File: src/rtl/pc_redirect_ctrl.sv
// -----------------------------------------------------------------------------
// pc_redirect_ctrl
//
// Sequences the fetch program counter. Holds the PC in reset for a boot
// window, arbitrates the redirect requesters (trap > EX branch > ID jal),
// applies stalls from the hazard unit and the fetch bus, and keeps one
// redirect pending while the fetch bus is busy so that it is never lost.
//
// Outputs are combinational from the registered state and the current
// inputs, so an accepted redirect reaches the PC in the same cycle.
//
// Handshake: the fetch bus takes a new PC only in a cycle with
// ifu_ready=1. A redirect presented while ifu_ready=0 is captured into
// the pending slot and issued in the first later cycle with ifu_ready=1.
// Requesters are level signals and are not acknowledged back.
//
// Ports
//   clk, rst         core clock, synchronous active-high reset
//   trap_req/addr    trap redirect (highest priority)
//   ex_br_req/addr   branch / jalr resolved in EX
//   id_jal_req/addr  jal decoded in ID (lowest priority)
//   hold_req         hazard stall, ignored while a redirect is pending
//   ifu_ready        fetch bus accepts a PC this cycle
//   pc_rstn          0 = PC loads its reset vector
//   pc_jump          PC loads pc_jump_addr
//   pc_jump_addr     redirect target, bits [1:0] cleared
//   pc_nop           PC holds its value
//   flush_if/id/ex   kill the instruction in the named stage
//   dbg_state        current FSM state (0 BOOT, 1 RUN, 2 PEND)
//
// Optional build macro PC_REDIRECT_PERF_EN adds redirect_cnt (cycles with
// pc_jump=1) and stall_cnt (cycles with pc_nop=1 in RUN/PEND).
// -----------------------------------------------------------------------------
module pc_redirect_ctrl #(
  parameter int ADDR_W      = 32,
  parameter int BOOT_CYCLES = 4
) (
  input  logic              clk,
  input  logic              rst,
  input  logic              trap_req,
  input  logic [ADDR_W-1:0] trap_addr,
  input  logic              ex_br_req,
  input  logic [ADDR_W-1:0] ex_br_addr,
  input  logic              id_jal_req,
  input  logic [ADDR_W-1:0] id_jal_addr,
  input  logic              hold_req,
  input  logic              ifu_ready,
  output logic              pc_rstn,
  output logic              pc_jump,
  output logic [ADDR_W-1:0] pc_jump_addr,
  output logic              pc_nop,
  output logic              flush_if,
  output logic              flush_id,
  output logic              flush_ex,
  output logic [1:0]        dbg_state
`ifdef PC_REDIRECT_PERF_EN
  ,
  output logic [31:0]       redirect_cnt,
  output logic [31:0]       stall_cnt
`endif
);

  localparam int CNT_W = (BOOT_CYCLES > 1) ? $clog2(BOOT_CYCLES) : 1;
  localparam logic [CNT_W-1:0] BOOT_INIT = CNT_W'(BOOT_CYCLES - 1);

  // Request source encoding doubles as priority: larger value wins.
  localparam logic [1:0] SRC_NONE = 2'd0;
  localparam logic [1:0] SRC_JAL  = 2'd1;
  localparam logic [1:0] SRC_BR   = 2'd2;
  localparam logic [1:0] SRC_TRAP = 2'd3;

  typedef enum logic [1:0] {
    ST_BOOT = 2'd0,
    ST_RUN  = 2'd1,
    ST_PEND = 2'd2
  } state_e;

  state_e            state_q, state_d;
  logic [CNT_W-1:0]  boot_cnt_q, boot_cnt_d;
  logic [ADDR_W-1:0] pend_addr_q, pend_addr_d;
  logic [1:0]        pend_src_q, pend_src_d;

  logic [1:0]        sel_src;
  logic [ADDR_W-1:0] sel_addr;
  logic [1:0]        eff_src;
  logic [ADDR_W-1:0] eff_addr;
  logic [ADDR_W-1:0] jump_addr_raw;
  logic [2:0]        flush_vec;

  // Flush depth grows with how late in the pipe the redirect was decided.
  function automatic logic [2:0] flush_of(input logic [1:0] src);
    case (src)
      SRC_TRAP: flush_of = 3'b111;
      SRC_BR:   flush_of = 3'b110;
      SRC_JAL:  flush_of = 3'b100;
      default:  flush_of = 3'b000;
    endcase
  endfunction

  // Fixed-priority select among the live requesters.
  always_comb begin
    sel_src  = SRC_NONE;
    sel_addr = '0;
    if (trap_req) begin
      sel_src  = SRC_TRAP;
      sel_addr = trap_addr;
    end else if (ex_br_req) begin
      sel_src  = SRC_BR;
      sel_addr = ex_br_addr;
    end else if (id_jal_req) begin
      sel_src  = SRC_JAL;
      sel_addr = id_jal_addr;
    end
  end

  always_comb begin
    state_d       = state_q;
    boot_cnt_d    = boot_cnt_q;
    pend_addr_d   = pend_addr_q;
    pend_src_d    = pend_src_q;
    eff_src       = pend_src_q;
    eff_addr      = pend_addr_q;
    pc_rstn       = 1'b1;
    pc_jump       = 1'b0;
    pc_nop        = 1'b0;
    jump_addr_raw = '0;
    flush_vec     = 3'b000;

    case (state_q)
      ST_BOOT: begin
        pc_rstn   = 1'b0;
        flush_vec = 3'b111;
        if (boot_cnt_q == '0) state_d = ST_RUN;
        else                  boot_cnt_d = boot_cnt_q - 1'b1;
      end

      ST_RUN: begin
        if (sel_src != SRC_NONE) begin
          // A redirect wins over hold_req in the same cycle.
          flush_vec = flush_of(sel_src);
          if (ifu_ready) begin
            pc_jump       = 1'b1;
            jump_addr_raw = sel_addr;
          end else begin
            pc_nop      = 1'b1;
            pend_addr_d = sel_addr;
            pend_src_d  = sel_src;
            state_d     = ST_PEND;
          end
        end else if (hold_req || !ifu_ready) begin
          pc_nop = 1'b1;
        end
      end

      ST_PEND: begin
        // Only a strictly higher-priority request displaces the pending one.
        if (sel_src > pend_src_q) begin
          flush_vec = flush_of(sel_src);
          eff_src   = sel_src;
          eff_addr  = sel_addr;
        end
        if (ifu_ready) begin
          pc_jump       = 1'b1;
          jump_addr_raw = eff_addr;
          pend_addr_d   = eff_addr;
          pend_src_d    = SRC_NONE;
          state_d       = ST_RUN;
        end else begin
          pc_nop      = 1'b1;
          pend_addr_d = eff_addr;
          pend_src_d  = eff_src;
        end
      end

      default: begin
        pc_rstn    = 1'b0;
        flush_vec  = 3'b111;
        boot_cnt_d = BOOT_INIT;
        state_d    = ST_BOOT;
      end
    endcase

    // Reset overrides every output and next-state decision above.
    if (rst) begin
      state_d       = ST_BOOT;
      boot_cnt_d    = BOOT_INIT;
      pend_addr_d   = '0;
      pend_src_d    = SRC_NONE;
      pc_rstn       = 1'b0;
      pc_jump       = 1'b0;
      pc_nop        = 1'b0;
      jump_addr_raw = '0;
      flush_vec     = 3'b111;
    end
  end

  always_ff @(posedge clk) begin
    state_q     <= state_d;
    boot_cnt_q  <= boot_cnt_d;
    pend_addr_q <= pend_addr_d;
    pend_src_q  <= pend_src_d;
  end

  assign pc_jump_addr = {jump_addr_raw[ADDR_W-1:2], 2'b00};
  assign flush_if     = flush_vec[2];
  assign flush_id     = flush_vec[1];
  assign flush_ex     = flush_vec[0];
  assign dbg_state    = state_q;

`ifdef PC_REDIRECT_PERF_EN
  logic [31:0] redirect_cnt_q, stall_cnt_q;
  logic        in_flow;

  assign in_flow = (state_q == ST_RUN) || (state_q == ST_PEND);

  always_ff @(posedge clk) begin
    if (rst) begin
      redirect_cnt_q <= '0;
      stall_cnt_q    <= '0;
    end else begin
      if (pc_jump)            redirect_cnt_q <= redirect_cnt_q + 32'd1;
      if (pc_nop && in_flow)  stall_cnt_q    <= stall_cnt_q + 32'd1;
    end
  end

  assign redirect_cnt = redirect_cnt_q;
  assign stall_cnt    = stall_cnt_q;
`endif

endmodule

File: config.mk
export PLATFORM = sky130hd
export DESIGN_NAME = pc_redirect_ctrl
export DESIGN_NICKNAME = d
export VERILOG_FILES = /design/src/rtl/pc_redirect_ctrl.sv
export SDC_FILE = /design/constraint.sdc
export NUM_CORES = 1
export LEC_CHECK = 0
export BUFFER_PORTS_ARGS = -buffer_cell sky130_fd_sc_hd__buf_2
export CAP_MARGIN = 20
export CORE_ASPECT_RATIO = 0.8
export CORE_MARGIN = 2
export CORE_UTILIZATION = 52
export DETAILED_ROUTE_END_ITERATION = 10
export PLACE_DENSITY = 0.88
export REMOVE_ABC_BUFFERS = 1
export SYNTH_ARGS = -nofsm -noshare
export SYNTH_HDL_FRONTEND = slang
export SYNTH_SLANG_ARGS = --single-unit
File: constraint.sdc
create_clock -name clk -period 5.5 [get_ports clk]
set_input_delay 1.1 -clock clk [delete_from_list [all_inputs] [get_ports clk]]
set_output_delay 1.1 -clock clk [all_outputs]
set_load 0.01 [all_outputs]
==> impl_metrics.tcl, run 1 <==
set metrics [dict create \
    status "completed" \
    syn_to_final_growth_pct 25.4 \
    drtIter0Drc 219 \
    cp_slowest_stage_delay_ns 0.78 \
    tightest_slew_ns 1.08 \
    overflow 0 \
    crit_top_cell "buf_2" \
    via_per_inst 5.71 \
    start_util_pct 53.4 \
    grt_pass1_vias 3200 \
    ys_seq_area_share_pct 22.9 \
    power_density_nw_per_um2 295 \
    finalCritPeriodShare_pct 83.1 \
    drc 0 \
    grt_pass1_wl_um 14700 \
    diodes 0 \
    final_hold_viol_count 0 \
    cts.path.max_buffers 2 \
    drt_first_pass_iters 5 \
    clock_skew_ns 0.0113 \
    finalSetupTns_ns 0 \
    pin_count 143 \
    die-area_um2 6680 \
    worstSetupEndpointType "output pin" \
    slew_violations 0 \
    fillers 542 \
    hp-class "reg2reg" \
    critical_path_required_ns 4.40 \
    dp_hpwl_um 6260 \
    syn-instance-count 420 \
    cts_sinks 36 \
    synth_warnings 0 \
    grt_use_total_pct 26.4 \
    leakage_nw 1.65 \
    rows 25 \
    drive_gt1_share_pct 29.5 \
    clk_latency_ns 0.29 \
    hp-start "pend_addr_q[22]" \
    cp_cell_sequence "buf_2 -> buf_4 -> or3_4 -> and2_1 -> o21ai_0 -> a21oi_1 -> buf_2" \
    core_um2 5880 \
    path_clk_slew_ns 0.08 \
    wl_per_cell_um 15.0 \
    cts-root-buf "clkbuf_8" \
    utilization_pct 67.0 \
    drv_cap 0 \
    die_w_um 90.9 \
    htreeDepth 2 \
    slowest_stage "and2_1" \
    start_kind "input pin" \
    critPathLaunch "ex_br_req" \
    rsz0062_at_grt "no" \
    path_class "in2out" \
    grt_max_degree 70 \
    relSlewSlack_pct 27.7 \
    arrival_ns 3.47 \
    synth_top_area_cell "dfxtp_1" \
    cts_hold_buf 0 \
    ys_seq_elements 36 \
    die_height_um 73.5 \
    postCtsSetupRepairBufs 0 \
    synth_area_leaders "dfxtp_1 (23%), nand2b_1 (13%), a21oi_1 (10%)" \
    gp_congestion 0.838 \
    routed-via-count 3469 \
    nets 634 \
    cts_buffers 5 \
    cts_tree "done" \
    max_freq_mhz 219 \
    worstPathMaxFanout 43 \
    synthDistinctLibCells 33 \
    fin_crit_ns 4.57 \
    drtAntennaViolNets 0 \
    ctsResizeCount 0 \
    syn_area_um2 3140 \
    io_buffers 134 \
    synth_top_area_share_pct 22.9 \
    syn_area_per_cell_um2 7.48 \
    antenna_found_initial 0 \
    peakVddDrop_mv 0.226 \
    drt-total-wl_um 9120 \
    reg2reg_from "pend_src_q[1]" \
    finalSetupViolCount 0 \
]
-- layer usage --
metal	GRT usage, %	wire [um]
met4	5.56	65
met2	49.3	4600
met5	0	0
met1	32.0	3810
met3	5.23	647
-- cell usage after synthesis, drive strengths merged --
master   instances
o41a             1
a211oi           2
nor3             5
nor2             7
conb             1
and2             5
nor2b            4
a2111oi          1
o21ai           32
a211o            1
a31oi            1
dfxtp           36
nand2            1
ha               6
mux2             2
nand3           31
nand4            2
o22ai            1
inv             12
buf             10
nand3b          30
a21oi           66
a2bb2oi         30
nand2b          64
mux2i           30
a21o             2
clkbuf          36
or3              1
-- placed cells by master, fill, tap and decap left out --
master and instances:
buf_2 134, a21oi_1 65, nand2b_1 64, dfxtp_1 36, o21ai_0 32, nand3_1 31, nand3b_1 30, a2bb2oi_1 30
mux2i_1 30, inv_1 12, nor2_1 7, buf_4 7, ha_1 6, and2_1 5, nor3_1 5, clkbuf_8 5
nor2b_1 4, a21o_1 2, nand4_1 2, mux2_1 2, conb_1 2, buf_16 2, or3_4 1, nand2_1 1
a211oi_4 1, a31oi_4 1, a21oi_4 1, a2111oi_0 1, a211oi_1 1, a211o_1 1, o41a_1 1, o22ai_1 1
bufinv_16 1, clkinvlp_4 1, clkinv_2 1
-- area by class of cell --
type	count	area (um^2)	share of cell area (%)
clock buffers	5	68.8	1.75
clock inverters	3	42.5	1.08
inverters	12	45.0	1.14
multi-input cells	327	2180	55.4
flip-flops and latches	36	721	18.3
well taps	81	101	2.57
repair buffers	143	778	19.7
-- final timing paths --
check / to / slack (ns) / depth (start not counted)
worst max register to register: pend_addr_q[19] / 2.67 / 8
worst max-delay path: pc_jump_addr[11] / 0.93 / 7
worst min register to register: pend_addr_q[22] / 0.48 / 2
worst min-delay path: pend_addr_q[22] / 0.48 / 2
-- cells by family after synthesis --
family | after synthesis | share of synthesized area [%]
adders and majority gates | 6 | 2.39
muxes | 32 | 10.3
and+or+nand+nor | 150 | 29.2
buffers and inverters | 58 | 8.28
DFF | 36 | 22.9
AOI/OAI and AO/OA | 137 | 26.8
other | 1 | 0.119
-- sequential cells by signal, indices dropped and copies added (netlist names) --
register	flops
pend_addr_q	30
boot_cnt_q	2
dbg_state	2
pend_src_q	2
-- stage by stage --
step	instances	hold slack (ns)	setup slack (ns)	cell area [um^2]	power, mW
2_1_floorplan	375	0.435	0.945	2930	0.712
3_3_place_gp	597	0.442	0.911	3770	0.866
3_5_place_dp	598	0.463	0.884	3800	0.896
4_1_cts	606	0.478	0.875	3910	1.13
5_1_grt	607	0.493	0.707	3940	1.24
6_report	607	0.477	0.930	3940	1.16
-- power by group --
part           switching [mW]  total (mW)  internal (mW)
Combinational           0.317       0.546          0.229
Clock                   0.104       0.238          0.134
Sequential             0.0414       0.378          0.336
Total                   0.462        1.16          0.700
-- critical path: cells and delay by family --
kind	cells	cell delay, ns
AO/OA/AOI/OAI	2	0.47
buffers and inverters	3	0.86
AND/OR/NAND/NOR	2	0.99
Note: power is estimated with default switching activity, not from simulation.
==> run 2, diff against run 1 <==
--- a/config.mk
+++ b/config.mk
@@ -5,13 +5,14 @@
 export SDC_FILE = /design/constraint.sdc
 export NUM_CORES = 1
 export LEC_CHECK = 0
+export ABC_AREA = 1
 export BUFFER_PORTS_ARGS = -buffer_cell sky130_fd_sc_hd__buf_2
 export CAP_MARGIN = 20
 export CORE_ASPECT_RATIO = 0.8
 export CORE_MARGIN = 2
-export CORE_UTILIZATION = 52
+export CORE_UTILIZATION = 45
 export DETAILED_ROUTE_END_ITERATION = 10
-export PLACE_DENSITY = 0.88
+export PLACE_DENSITY = 0.79
 export REMOVE_ABC_BUFFERS = 1
 export SYNTH_ARGS = -nofsm -noshare
 export SYNTH_HDL_FRONTEND = slang
==> constraint.sdc (replaced) <==
create_clock -name clk -period 3.9 [get_ports clk]
set_input_delay 0.78 -clock clk [delete_from_list [all_inputs] [get_ports clk]]
set_output_delay 0.78 -clock clk [all_outputs]
set_load 0.01 [all_outputs]
==> run 2 against run 1 <==
Compared with the run above: synthesized area is 17% higher; sequential power increased by 77%; critical path depth grew 5; core utilization is 11 points lower; critical path type unchanged; critical endpoint is now flush_ex; largest cell class unchanged; highest routed layer unchanged.
==> impl_metrics.tcl, run 2 <==
set metrics [dict create \
    die_height_um 85.0 \
    p_sw_share_pct 52.2 \
    wl_per_cell_um 12.8 \
    core_um2 7950 \
    drt_first_pass_iters 5 \
    regMostFlops "pend_addr_q" \
    gp_congestion 0.825 \
    start_util_pct 46.4 \
    synthDistinctLibCells 25 \
    grt_pass1_wl_um 18800 \
    syn_area_per_cell_um2 5.46 \
    grt_pass1_vias 4199 \
    cts.path.max_buffers 2 \
    worstSetupEndpointType "output pin" \
    io_buffers 134 \
    syn-instance-count 676 \
    cts_sinks 36 \
    fin_crit_ns 3.51 \
    overflow 0 \
    slew_violations 0 \
    leakage_nw 2.36 \
    mostFrequentLayoutCells "nand2_1 (169), nand3_1 (153), buf_2 (134), a21oi_1 (100), inv_1 (77)" \
    hold_path_end "boot_cnt_q[1]" \
    postCtsSetupRepairBufs 0 \
    routed-via-count 4663 \
    die-area_um2 8950 \
    pin_count 143 \
    critical_path_required_ns 3.12 \
    start_kind "input pin" \
    hp-start "boot_cnt_q[1]" \
    syn_area_um2 3690 \
    finalCritPeriodShare_pct 90.1 \
    fillers 838 \
    cts_hold_buf 0 \
    dp_hpwl_um 7680 \
    antenna_found_initial 0 \
    drtAntennaViolNets 0 \
    ys_top_cells_by_count "nand2_1 (169), nand3_1 (153), a21oi_1 (100)" \
    worstPathMaxFanout 22 \
    grt_use_total_pct 25.1 \
    synth_warnings 0 \
    hp-class "reg2reg" \
    final_hold_viol_count 0 \
    diodes 0 \
    tightest_slew_ns 1.05 \
    path_clk_slew_ns 0.07 \
    drive_gt1_share_pct 20.5 \
    final_common_cell "nand2_1" \
    dp_cells 881 \
    grt_max_degree 65 \
    synth.most_common_cell "nand2_1" \
    path_class "in2out" \
    reg2reg_to "pend_addr_q[22]" \
    hold_depth 2 \
    die_w_um 105 \
    synthArstFlopShare_pct 0 \
    ys_seq_elements 36 \
    via_per_inst 5.24 \
    worst_r2r_path_depth 8 \
    finalSetupViolCount 0 \
    peakVddDrop_mv 0.378 \
    ys_seq_area_share_pct 19.5 \
    combPwrFrac_pct 65.1 \
    relSlewSlack_pct 30.1 \
    p_int_mw 1.25 \
    finalSetupTns_ns 0 \
    rrSetupSlack_ns 1.56 \
    net-switching-power_mw 1.37 \
    drtIter0Drc 322 \
    synth_top_area_cell "nand3_1" \
    drt-total-wl_um 11400 \
    cts_buffers 5 \
    largest_reg_flops 30 \
    arrival_ns 2.73 \
    clkPwrFrac_pct 9.4 \
    pwr-share-seq_pct 25.5 \
    power_density_nw_per_um2 587 \
    cts_tree "done" \
    rsz0062_at_grt "no" \
    rows 29 \
    reg2reg_from "dbg_state[0]" \
    clock_skew_ns 0.00279 \
    synthFlopType "dfxtp_1" \
    synth_edf_count 0 \
    setup_ws_ns 0.386 \
    final_cells 890 \
    nets 891 \
    post-place-ws_ns 0.0410 \
    max_freq_mhz 285 \
    cts-root-buf "clkbuf_8" \
    synth_top_area_share_pct 20.7 \
    syn_to_final_growth_pct 20.9 \
    status "completed" \
    synth_area_leaders "nand3_1 (21%), dfxtp_1 (20%), nand2_1 (17%)" \
    clk_latency_ns 0.28 \
    drc 0 \
    ctsResizeCount 0 \
    htreeDepth 2 \
    drv_cap 0 \
]
-- run 2: cell types whose count changed in the layout (fill, tap and decap cells not counted), sizes merged, moves of 34 or more --
cell,change
nand2b,-64
nand3,+122
nand2,+169
inv,+69
a21oi,+34
-- run 2: metrics by stage --
step	hold slack (ns)	util, %	power (mW)	cell area (um^2)
2_1_floorplan	0.428	-	1.82	3450
5_1_grt	0.500	56.2	2.91	4460
3_3_place_gp	0.437	54.5	2.21	4330
3_5_place_dp	0.446	54.5	2.29	4330
4_1_cts	0.463	55.5	2.55	4410
6_report	0.471	56.2	2.62	4460
-- run 2: logic make-up (layout without fill, tap and decap cells) --
logic type	count (synthesis)	in the layout	share of synthesized area, %
AOI/OAI and AO/OA	136	136	18.6
and+or+nand+nor	367	367	44.7
DFF	36	36	19.5
buffers and inverters	130	235	15.0
other	1	2	0.102
adders and majority gates	6	6	2.03
-- run 2: layer usage --
| layer | part of all wire, % | vias to the layer above | track usage (%) | wire length, um |
|---|---|---|---|---|
| li1 | - | 2420 | - | - |
| met1 | 44 | 2035 | 31.6 | 5020 |
| met2 | 47 | 197 | 45.5 | 5310 |
| met3 | 8.6 | 11 | 3.61 | 983 |
| met4 | 0.67 | 0 | 5.33 | 76 |
| met5 | 0 | - | 0 | 0 |
-- run 2: power by group through the flow --
stage / Combinational, mW / Clock [mW] / Sequential, mW
finish: 1.71 / 0.245 / 0.668
global route: 1.95 / 0.266 / 0.690
CTS: 1.63 / 0.252 / 0.666
detailed placement: 1.62 / 0 / 0.670
global placement: 1.56 / 0 / 0.657
floorplan: 1.17 / 0 / 0.650
-- run 2: worst max-delay path: stages --
cell and delay, ns:
buf_2 0.15, nor2_1 0.23, inv_2 0.08, ha_1 0.30, nand2_1 0.06, nand2_1 0.05
nand2_1 0.06, inv_1 0.35, buf_16 0.22, a21oi_1 0.10, o21ai_0 0.19, buf_2 0.16
-- run 2: worst max path at each step --
| stage | startpoint | endpoint | cells after the start |
|---|---|---|---|
| 6_report | ex_br_req | flush_ex | 12 |
| 2_1_floorplan | ex_br_req | flush_ex | 10 |
| 3_5_place_dp | ex_br_req | pc_jump_addr[22] | 12 |
| 4_1_cts | ex_br_req | pc_jump_addr[22] | 12 |
| 5_1_grt | ex_br_req | flush_id | 12 |
| 3_3_place_gp | ex_br_req | pc_jump_addr[2] | 12 |
-- run 2: layout make-up --
| class | instances | area, um^2 | area share, % |
|---|---|---|---|
| repair buffers | 146 | 801 | 17.9 |
| inverters | 82 | 310 | 6.95 |
| flip-flops and latches | 36 | 721 | 16.1 |
| clock inverters | 1 | 5.00 | 0.112 |
| multi-input cells | 511 | 2420 | 54.2 |
| well taps | 108 | 135 | 3.03 |
| clock buffers | 6 | 72.6 | 1.63 |
